## config.mk

```make
export PLATFORM = sky130hd
export DESIGN_NAME = load_store_unit_flat
export DESIGN_NICKNAME = d
export VERILOG_FILES = /design/src/rtl/load_store_unit_if.sv /design/src/rtl/load_store_unit.sv /design/src/flat_wrapper.sv
export SDC_FILE = /design/constraint.sdc
export NUM_CORES = 1
export LEC_CHECK = 0
export CELL_PAD_IN_SITES_DETAIL_PLACEMENT = 1
export CELL_PAD_IN_SITES_GLOBAL_PLACEMENT = 1
export CORE_MARGIN = 2
export CORE_UTILIZATION = 34
export CTS_CLUSTER_SIZE = 14
export DETAILED_ROUTE_END_ITERATION = 10
export PLACE_DENSITY_LB_ADDON = 0.1
export SKIP_CTS_REPAIR_TIMING = 1
export SYNTH_ARGS = -nofsm -noshare
export SYNTH_HDL_FRONTEND = slang
export SYNTH_SLANG_ARGS = --single-unit
```

## constraint.sdc

```tcl
create_clock -name clk -period 2.2 [get_ports clk]
set_input_delay 0.55 -clock clk [delete_from_list [all_inputs] [get_ports clk]]
set_output_delay 0.55 -clock clk [all_outputs]
set_load 0.005 [all_outputs]
```

## src/rtl/load_store_unit_if.sv

```systemverilog
// Core request/response and data-memory port bundle for the load/store unit.
// Latency: none (wires only).
// Backpressure: req_ready gates requests; the memory side has no backpressure.
interface load_store_unit_if;
    // core request
    logic        req_valid;
    logic        req_ready;
    logic        req_we;
    logic [31:0] req_addr;
    logic [31:0] req_wdata;
    logic [2:0]  req_funct3;
    // core response
    logic        resp_valid;
    logic [31:0] resp_rdata;
    logic [2:0]  resp_err_code;
    // memory read port
    logic        mem_r_en;
    logic [31:0] mem_r_addr;
    logic [31:0] mem_r_data;
    // memory write port
    logic        mem_w_en;
    logic [31:0] mem_w_addr;
    logic [31:0] mem_w_data;
    logic [4:0]  mem_w_strb;
    // memory status after an access
    logic [1:0]  mem_state;

    // Environment side: the core issuing requests and the memory answering them.
    modport master (
        output req_valid, req_we, req_addr, req_wdata, req_funct3,
        input  req_ready,
        input  resp_valid, resp_rdata, resp_err_code,
        input  mem_r_en, mem_r_addr,
        output mem_r_data,
        input  mem_w_en, mem_w_addr, mem_w_data, mem_w_strb,
        output mem_state
    );

    // Load/store unit side.
    modport slave (
        input  req_valid, req_we, req_addr, req_wdata, req_funct3,
        output req_ready,
        output resp_valid, resp_rdata, resp_err_code,
        output mem_r_en, mem_r_addr,
        input  mem_r_data,
        output mem_w_en, mem_w_addr, mem_w_data, mem_w_strb,
        input  mem_state
    );
endinterface

```

## src/rtl/load_store_unit.sv

```systemverilog
// Load/store unit: checks size/alignment/bounds, issues one aligned word access, extends load data.
// Latency: 2 cycles accept-to-response for legal accesses, 1 cycle for locally rejected ones.
// Backpressure: req_ready only in IDLE; requests seen while busy are dropped, clk_enable low freezes everything.
module load_store_unit #(
    parameter int MEMORY_SIZE_WORDS = 1024
) (
    input  logic               clk,
    input  logic               rst_n,
    input  logic               clk_enable,
    load_store_unit_if.slave   bus
);

    localparam logic [1:0] ST_IDLE  = 2'd0;
    localparam logic [1:0] ST_ISSUE = 2'd1;
    localparam logic [1:0] ST_WAIT  = 2'd2;
    localparam logic [1:0] ST_ERR   = 2'd3;

    localparam logic [2:0] ERR_OK    = 3'b000;
    localparam logic [2:0] ERR_BOUND = 3'b010;
    localparam logic [2:0] ERR_ALIGN = 3'b011;
    localparam logic [2:0] ERR_SIZE  = 3'b100;

    localparam logic [31:0] MEM_WORDS = 32'(MEMORY_SIZE_WORDS);

    logic [1:0]  state;
    logic        lat_we;
    logic [2:0]  lat_funct3;
    logic [1:0]  lat_off;
    logic [2:0]  lat_code;

    logic        illegal_size;
    logic        misaligned;
    logic        out_of_bounds;
    logic [2:0]  chk_code;
    logic [31:0] st_data;
    logic [3:0]  st_strb;
    logic [31:0] ld_lane;
    logic [31:0] ld_ext;
    logic        accept;

    assign bus.req_ready = (state == ST_IDLE);
    assign accept        = bus.req_valid && (state == ST_IDLE);

    // Request checks in priority order: size code, then alignment, then bounds.
    always_comb begin
        illegal_size  = (bus.req_funct3 == 3'b011) || (bus.req_funct3 == 3'b110) ||
                        (bus.req_funct3 == 3'b111) || (bus.req_we && bus.req_funct3[2]);
        // H/HU share funct3[1:0]=01; W is 010 only once illegal codes are excluded
        misaligned    = ((bus.req_funct3[1:0] == 2'b01) && bus.req_addr[0]) ||
                        ((bus.req_funct3[1:0] == 2'b10) && (bus.req_addr[1:0] != 2'b00));
        out_of_bounds = ({2'b00, bus.req_addr[31:2]} >= MEM_WORDS);
        chk_code      = ERR_OK;
        if (illegal_size)
            chk_code = ERR_SIZE;
        else if (misaligned)
            chk_code = ERR_ALIGN;
        else if (out_of_bounds)
            chk_code = ERR_BOUND;
    end

    // Store lane placement: replicate the right-aligned data across the word, strobe only the addressed bytes.
    always_comb begin
        st_data = bus.req_wdata;
        st_strb = 4'b1111;
        case (bus.req_funct3[1:0])
            2'b00: begin
                st_data = {4{bus.req_wdata[7:0]}};
                st_strb = 4'b0001 << bus.req_addr[1:0];
            end
            2'b01: begin
                st_data = {2{bus.req_wdata[15:0]}};
                st_strb = 4'b0011 << {bus.req_addr[1], 1'b0};
            end
            default: begin
                st_data = bus.req_wdata;
                st_strb = 4'b1111;
            end
        endcase
    end

    // Load lane extraction and sign/zero extension from the latched size code and byte offset.
    always_comb begin
        ld_lane = bus.mem_r_data >> {lat_off, 3'b000};
        case (lat_funct3)
            3'b000:  ld_ext = {{24{ld_lane[7]}}, ld_lane[7:0]};
            3'b001:  ld_ext = {{16{ld_lane[15]}}, ld_lane[15:0]};
            3'b100:  ld_ext = {24'h000000, ld_lane[7:0]};
            3'b101:  ld_ext = {16'h0000, ld_lane[15:0]};
            default: ld_ext = ld_lane;
        endcase
    end

    // Main sequencer: accept, issue one registered memory access, collect status, respond.
    always_ff @(posedge clk or negedge rst_n) begin
        if (!rst_n) begin
            state             <= ST_IDLE;
            lat_we            <= 1'b0;
            lat_funct3        <= 3'b000;
            lat_off           <= 2'b00;
            lat_code          <= ERR_OK;
            bus.resp_valid    <= 1'b0;
            bus.resp_rdata    <= 32'h0;
            bus.resp_err_code <= ERR_OK;
            bus.mem_r_en      <= 1'b0;
            bus.mem_r_addr    <= 32'h0;
            bus.mem_w_en      <= 1'b0;
            bus.mem_w_addr    <= 32'h0;
            bus.mem_w_data    <= 32'h0;
            bus.mem_w_strb    <= 5'b00000;
        end else if (clk_enable) begin
            // response is a single-cycle pulse unless re-raised below
            bus.resp_valid <= 1'b0;
            case (state)
                ST_IDLE: begin
                    if (accept) begin
                        lat_we     <= bus.req_we;
                        lat_funct3 <= bus.req_funct3;
                        lat_off    <= bus.req_addr[1:0];
                        lat_code   <= chk_code;
                        if (chk_code != ERR_OK) begin
                            state <= ST_ERR;
                        end else begin
                            state <= ST_ISSUE;
                            if (bus.req_we) begin
                                bus.mem_w_en   <= 1'b1;
                                bus.mem_w_addr <= {bus.req_addr[31:2], 2'b00};
                                bus.mem_w_data <= st_data;
                                bus.mem_w_strb <= {1'b0, st_strb};
                            end else begin
                                bus.mem_r_en   <= 1'b1;
                                bus.mem_r_addr <= {bus.req_addr[31:2], 2'b00};
                            end
                        end
                    end
                end
                ST_ISSUE: begin
                    // memory samples on this edge; enables are single-cycle
                    bus.mem_r_en <= 1'b0;
                    bus.mem_w_en <= 1'b0;
                    state        <= ST_WAIT;
                end
                ST_WAIT: begin
                    state          <= ST_IDLE;
                    bus.resp_valid <= 1'b1;
                    if (bus.mem_state != 2'b00) begin
                        bus.resp_err_code <= {1'b0, bus.mem_state};
                        bus.resp_rdata    <= 32'h0;
                    end else begin
                        bus.resp_err_code <= ERR_OK;
                        bus.resp_rdata    <= lat_we ? 32'h0 : ld_ext;
                    end
                end
                default: begin
                    state             <= ST_IDLE;
                    bus.resp_valid    <= 1'b1;
                    bus.resp_err_code <= lat_code;
                    bus.resp_rdata    <= 32'h0;
                end
            endcase
        end
    end

endmodule

```

## src/flat_wrapper.sv

```systemverilog
// flat-port wrapper written by rule: the top's interface ports become plain ports
module load_store_unit_flat 
#(
    parameter int MEMORY_SIZE_WORDS = 1024
)
  (clk, rst_n, clk_enable, bus_req_valid, bus_req_we, bus_req_addr, bus_req_wdata, bus_req_funct3, bus_req_ready, bus_resp_valid, bus_resp_rdata, bus_resp_err_code, bus_mem_r_en, bus_mem_r_addr, bus_mem_r_data, bus_mem_w_en, bus_mem_w_addr, bus_mem_w_data, bus_mem_w_strb, bus_mem_state);
  load_store_unit_if bus_i ();
  input  logic clk;
  input  logic rst_n;
  input  logic clk_enable;
  input wire logic [$bits(bus_i.req_valid)-1:0] bus_req_valid;
  input wire logic [$bits(bus_i.req_we)-1:0] bus_req_we;
  input wire logic [$bits(bus_i.req_addr)-1:0] bus_req_addr;
  input wire logic [$bits(bus_i.req_wdata)-1:0] bus_req_wdata;
  input wire logic [$bits(bus_i.req_funct3)-1:0] bus_req_funct3;
  output wire logic [$bits(bus_i.req_ready)-1:0] bus_req_ready;
  output wire logic [$bits(bus_i.resp_valid)-1:0] bus_resp_valid;
  output wire logic [$bits(bus_i.resp_rdata)-1:0] bus_resp_rdata;
  output wire logic [$bits(bus_i.resp_err_code)-1:0] bus_resp_err_code;
  output wire logic [$bits(bus_i.mem_r_en)-1:0] bus_mem_r_en;
  output wire logic [$bits(bus_i.mem_r_addr)-1:0] bus_mem_r_addr;
  input wire logic [$bits(bus_i.mem_r_data)-1:0] bus_mem_r_data;
  output wire logic [$bits(bus_i.mem_w_en)-1:0] bus_mem_w_en;
  output wire logic [$bits(bus_i.mem_w_addr)-1:0] bus_mem_w_addr;
  output wire logic [$bits(bus_i.mem_w_data)-1:0] bus_mem_w_data;
  output wire logic [$bits(bus_i.mem_w_strb)-1:0] bus_mem_w_strb;
  input wire logic [$bits(bus_i.mem_state)-1:0] bus_mem_state;
  assign bus_i.req_valid = bus_req_valid;
  assign bus_i.req_we = bus_req_we;
  assign bus_i.req_addr = bus_req_addr;
  assign bus_i.req_wdata = bus_req_wdata;
  assign bus_i.req_funct3 = bus_req_funct3;
  assign bus_req_ready = bus_i.req_ready;
  assign bus_resp_valid = bus_i.resp_valid;
  assign bus_resp_rdata = bus_i.resp_rdata;
  assign bus_resp_err_code = bus_i.resp_err_code;
  assign bus_mem_r_en = bus_i.mem_r_en;
  assign bus_mem_r_addr = bus_i.mem_r_addr;
  assign bus_i.mem_r_data = bus_mem_r_data;
  assign bus_mem_w_en = bus_i.mem_w_en;
  assign bus_mem_w_addr = bus_i.mem_w_addr;
  assign bus_mem_w_data = bus_i.mem_w_data;
  assign bus_mem_w_strb = bus_i.mem_w_strb;
  assign bus_i.mem_state = bus_mem_state;
  load_store_unit #(.MEMORY_SIZE_WORDS(MEMORY_SIZE_WORDS)) u_core (.clk(clk), .rst_n(rst_n), .clk_enable(clk_enable), .bus(bus_i));
endmodule
```

-- Word-level counts from Yosys, hierarchy flattened
Index checks and enable logic that the tools add are counted.
- register bits after elaboration: 145
- word-level logic and storage cells: 81
- shift-type cells: 3
- equal/unequal tests: 14
- muxes and demuxes: 23
- bitwise operators: 3
- $lt $le $gt $ge: 1
- reductions and logical operators: 23
- operators with widths (cell ; number):
    $pmux 32 s2 ; 2
    $pmux 32 s4 ; 1
    $mux 32 ; 2
    $shr 32x5->32 ; 1
    $ge 30x11->1 const B ; 1
    $reduce_and 5->1 ; 4
    $eq 3x3->1 const B ; 4
    $mux 2 ; 4
    $pmux 4 s2 ; 1
    $mux 1 ; 7
    $mux 3 ; 2
    $ne 2x2->1 const B ; 3
    $pmux 3 s2 ; 1
    $reduce_bool 2->1 ; 3
    $eq 2x1->1 const B ; 2
    $eq 2x2->1 const B ; 2
    $logic_and 1x1->1 ; 4
    $logic_not 2->1 ; 2
    $logic_or 1x1->1 ; 4
    $pmux 1 s2 ; 2
    $pmux 2 s2 ; 1
    $reduce_and 2->1 ; 2
    $shl 1x2->4 const A ; 1
    $shl 2x2->4 const A ; 1
    other kinds (8) ; 10

-- Logic depth before layout (Yosys ltp)
- depth after elaboration: 9
- depth in mapped cells: 8
- gate-level depth less buffers: 4

-- Least setup slack after synthesis
Ideal clock, no wire load.
- path kind: input-to-reg
- from: input bus_req_addr[12]
- to: register u_core.bus.mem_w_addr[2]
- data required time: 2.075 ns
- setup slack: 0.048 ns
- setup time: 0.125 ns
- data arrival time: 2.027 ns
- stages: 6
- cells stage by stage: or4_1 > nor2_1 > nand4_2 > buf_6 > buf_6 > mux2_4
- word-level cells in the longest chain between the ends: 7
- ends and longest elaborated chain (item ; RTL line ; source):
    from (decl) ; flat_wrapper.sv:13 ; input wire logic [$bits(bus_i.req_addr)-1:0] bus_req_addr;
    $ge 30x11->1 ; load_store_unit.sv:51 ; out_of_bounds = ({2'b00, bus.req_addr[31:2]} >= MEM_WORDS);
    $mux 2 ; load_store_unit.sv:57 ; else if (out_of_bounds)
    $mux 3 ; load_store_unit.sv:55 ; else if (misaligned)
    $mux 3 ; load_store_unit.sv:53 ; if (illegal_size)
    $reduce_bool 3->1 ; load_store_unit.sv:120 ; if (chk_code != ERR_OK) begin
    $not 1->1 (no line) ; -- ;
    $reduce_and 5->1 (no line) ; -- ;
    to (signal assigned) ; load_store_unit.sv:126 ; bus.mem_w_addr <= {bus.req_addr[31:2], 2'b00};
    to (decl) ; load_store_unit_if.sv:46 ; output mem_w_en, mem_w_addr, mem_w_data, mem_w_strb,
Every way passes these cells.
A chain may end at the register's enable or synchronous reset.

-- Final worst setup path
- from: input bus_req_addr[12]
- to: register u_core.bus.mem_w_data[21]
- word-level cells in the longest chain between the ends: 7
- ends and longest elaborated chain (item ; RTL line ; source):
    $ge 30x11->1 ; load_store_unit.sv:51 ;
    $mux 2 ; load_store_unit.sv:57 ;
    $mux 3 ; load_store_unit.sv:55 ;
    $mux 3 ; load_store_unit.sv:53 ;
    $reduce_bool 3->1 ; load_store_unit.sv:120 ;
    $not 1->1 (no line) ; -- ;
    $reduce_and 5->1 (no line) ; -- ;
    to (signal assigned) ; load_store_unit.sv:127 ; bus.mem_w_data <= st_data;
    to (decl) ; load_store_unit_if.sv:46 ;
Every way passes these cells.

==> impl_metrics.tcl <==
set metrics [dict create \
    cp.required_ns 2.51 \
    setup_viol 0 \
    layout_commonest_cell "clkdlybuf4s50_1" \
    diodes 0 \
    cts_tree "done" \
    start_util_pct 34.42 \
    grt_pass1_wl_mm 30.66 \
    endpoint_kind "flop" \
    yosysTopAreaCellShare_pct 56.93 \
    synth_edf_count 0 \
    portBuffers 240 \
    vias 5020 \
    fmax_mhz 471.2 \
    max_slew_margin_pct 62.64 \
    nets 886 \
    synth-seq-cells 145 \
    worst_pin_slew_ns 0.5603 \
    synthCells 507 \
    overflow 0 \
    synth_cell_types 41 \
    synth_area_leaders "dfrtp_1, mux2_2, mux2i_1, and2_1, o21ai_0" \
    synth_area_per_cell_sq_um 12.57 \
    async_reset_ff_share_pct 100.0 \
    final_cell_mix "clkdlybuf4s50_1, dfrtp_1, mux2_2" \
    ant_nets 0 \
    crit_type "in2reg" \
    hp-class "in2async" \
    final_layout_size_suffix_gt1_share_pct 21.69 \
    r2r_cells 6 \
    die-area_sq_um 19860 \
    status "finished clean" \
    ir_drop_mv 0.6241 \
    cap_violations 0 \
    rsz0062_at_grt "false" \
    die_w_microns 140.9 \
    fin_area_sq_um 9891 \
    slew_viol_final 0 \
    fin_cells 1027 \
    viasPerCell 4.888 \
    clockRootBuffer "clkbuf_16" \
    finalHoldViolCount 0 \
    rows 50 \
    grt_max_degree 55 \
    hpwl_mm 14.14 \
    drt-initial-drc-count 163 \
    regToRegStartpoint "u_core.state[1]" \
    syn2layout_area_growth_pct 55.18 \
    clockBufferDepth 2 \
    placed_area_sq_um 9339 \
    grt_usage_pct 19.73 \
    wl_per_cell_microns 18.70 \
    drc 0 \
    dr.pass1.iters 4 \
    synth_top_cell_by_area "dfrtp_1" \
    placedCellCount 995 \
    arrival_ns 2.43 \
    clock_latency_ns 0.42 \
    gp_congestion 0.7740 \
    wl_mm 19.21 \
    die_h_microns 140.9 \
    min_period_ns 2.122 \
    p_per_area_nw_per_um2 740.5 \
    cellLeakagePower_nw 4.570 \
    synth_seq_area_share_pct 56.93 \
    coreArea_sq_um 18520 \
    ios 246 \
    worst-path-max-fanout 44 \
    antenna_found_initial 0 \
    clkSinkCount 145 \
    h-tree-depth 4 \
    rrSetupSlack_ns 0.26 \
    fin_crit_sh_pct 96.46 \
    synthFlopType "dfrtp_1" \
    clk_pin_slew_ns 0.07 \
    grt_pass1_vias 5497 \
    ys_warn_count 0 \
    r2r-end "u_core.bus.mem_w_data[21]" \
    critPathLaunchType "primary input" \
    syn_area_sq_um 6374 \
    cts_inserted_buffers 17 \
    finClkSkew_ns 0.006045 \
]
[cell type report]
type | instances | area [sq um]
tap | 234 | 292.8
timing repair buffer | 289 | 2861
sequential | 145 | 3628
inverter | 8 | 30.03
clock inverter | 14 | 120.1
multi-input combinational | 319 | 2529
clock buffer | 18 | 429.2
fill | 1918 | 8627
[worst max-delay path, stage by stage]
cell and delay [ns]:
clkdlybuf4s50_1 0.39, or4_1 0.52, nor2_1 0.14, buf_4 0.15, nand4_4 0.12, buf_12 0.22, mux2_4 0.32
[power by group]
group	switching (mW)	total, mW	internal (mW)
registers	0.148	3.00	2.85
logic	0.705	1.59	0.880
clock network	1.26	2.74	1.48
total	2.11	7.32	5.21
[flip-flops by register name, indices dropped and copies added (netlist names), 3 cells and up]
register                  cells
u_core.bus.resp_rdata        32
u_core.lat_code               3
u_core.bus.mem_r_addr        30
u_core.bus.mem_w_addr        30
u_core.bus.mem_w_strb         4
u_core.bus.resp_err_code      3
u_core.bus.mem_w_data        32
u_core.lat_funct3             3
[cell families after synthesis]
| logic type | Yosys count | share of synthesized area (%) |
|---|---|---|
| flip-flops | 145 | 56.93 |
| AND/OR/NAND/NOR | 117 | 9.874 |
| multiplexers | 113 | 20.34 |
| AO/OA/AOI/OAI | 84 | 9.031 |
| buffers and inverters | 47 | 3.769 |
| other | 1 | 0.05884 |
[worst max-delay path by stage]
stage	from	to	slack (ns)	depth (start not counted)
detailed placement	bus_req_addr[12]	u_core.bus.mem_w_addr[31]	-0.39	8
global route	bus_req_addr[14]	u_core.bus.mem_w_data[20]	0.003	7
finish	bus_req_addr[12]	u_core.bus.mem_w_data[21]	0.08	7
floorplan	bus_req_addr[12]	u_core.bus.mem_w_addr[2]	0.05	6
global placement	bus_req_addr[12]	u_core.bus.mem_w_data[16]	-0.38	7
CTS	u_core.state[1]	bus_req_ready	-0.005	3
[metal layers]
| metal | track usage, % | vias up | wire length [microns] |
|---|---|---|---|
| li1 | - | 2330 | - |
| met1 | 24.01 | 2520 | 7922 |
| met2 | 32.32 | 155 | 9453 |
| met3 | 8.016 | 15 | 1633 |
| met4 | 5.947 | 0 | 197 |
| met5 | 0 | - | 0 |
[metrics by stage]
| step | TNS, ns | utilization [%] | hold slack, ns | power (mW) | worst slack (ns) |
|---|---|---|---|---|---|
| 3_3_place_gp | -32.72 | 50.43 | 0.4616 | 4.602 | -0.3849 |
| 4_1_cts | -0.004720 | 53.40 | 0.09878 | 7.394 | -0.004720 |
| 3_5_place_dp | -32.78 | 50.43 | 0.4702 | 4.646 | -0.3925 |
| 2_1_floorplan | 0 | - | 0.2544 | 3.817 | 0.04767 |
| 6_report | 0 | 53.41 | 0.08107 | 7.324 | 0.07789 |
| 5_1_grt | 0 | 53.41 | 0.1109 | 7.670 | 0.002597 |
[Yosys cell counts, types with 4 or more instances]
cell type / instances
buf_2: 9
nor2_1: 13
o21ai_0: 33
and2_1: 40
a21oi_1: 17
nand2_1: 40
buf_4: 6
a221o_1: 15
dfrtp_1: 145
mux2_4: 10
inv_1: 8
mux2_2: 72
clkbuf_1: 19
mux2i_1: 29
o2bb2ai_1: 7
buf_6: 4
nor4_1: 4
No activity file was read; power rests on OpenSTA's default activity.
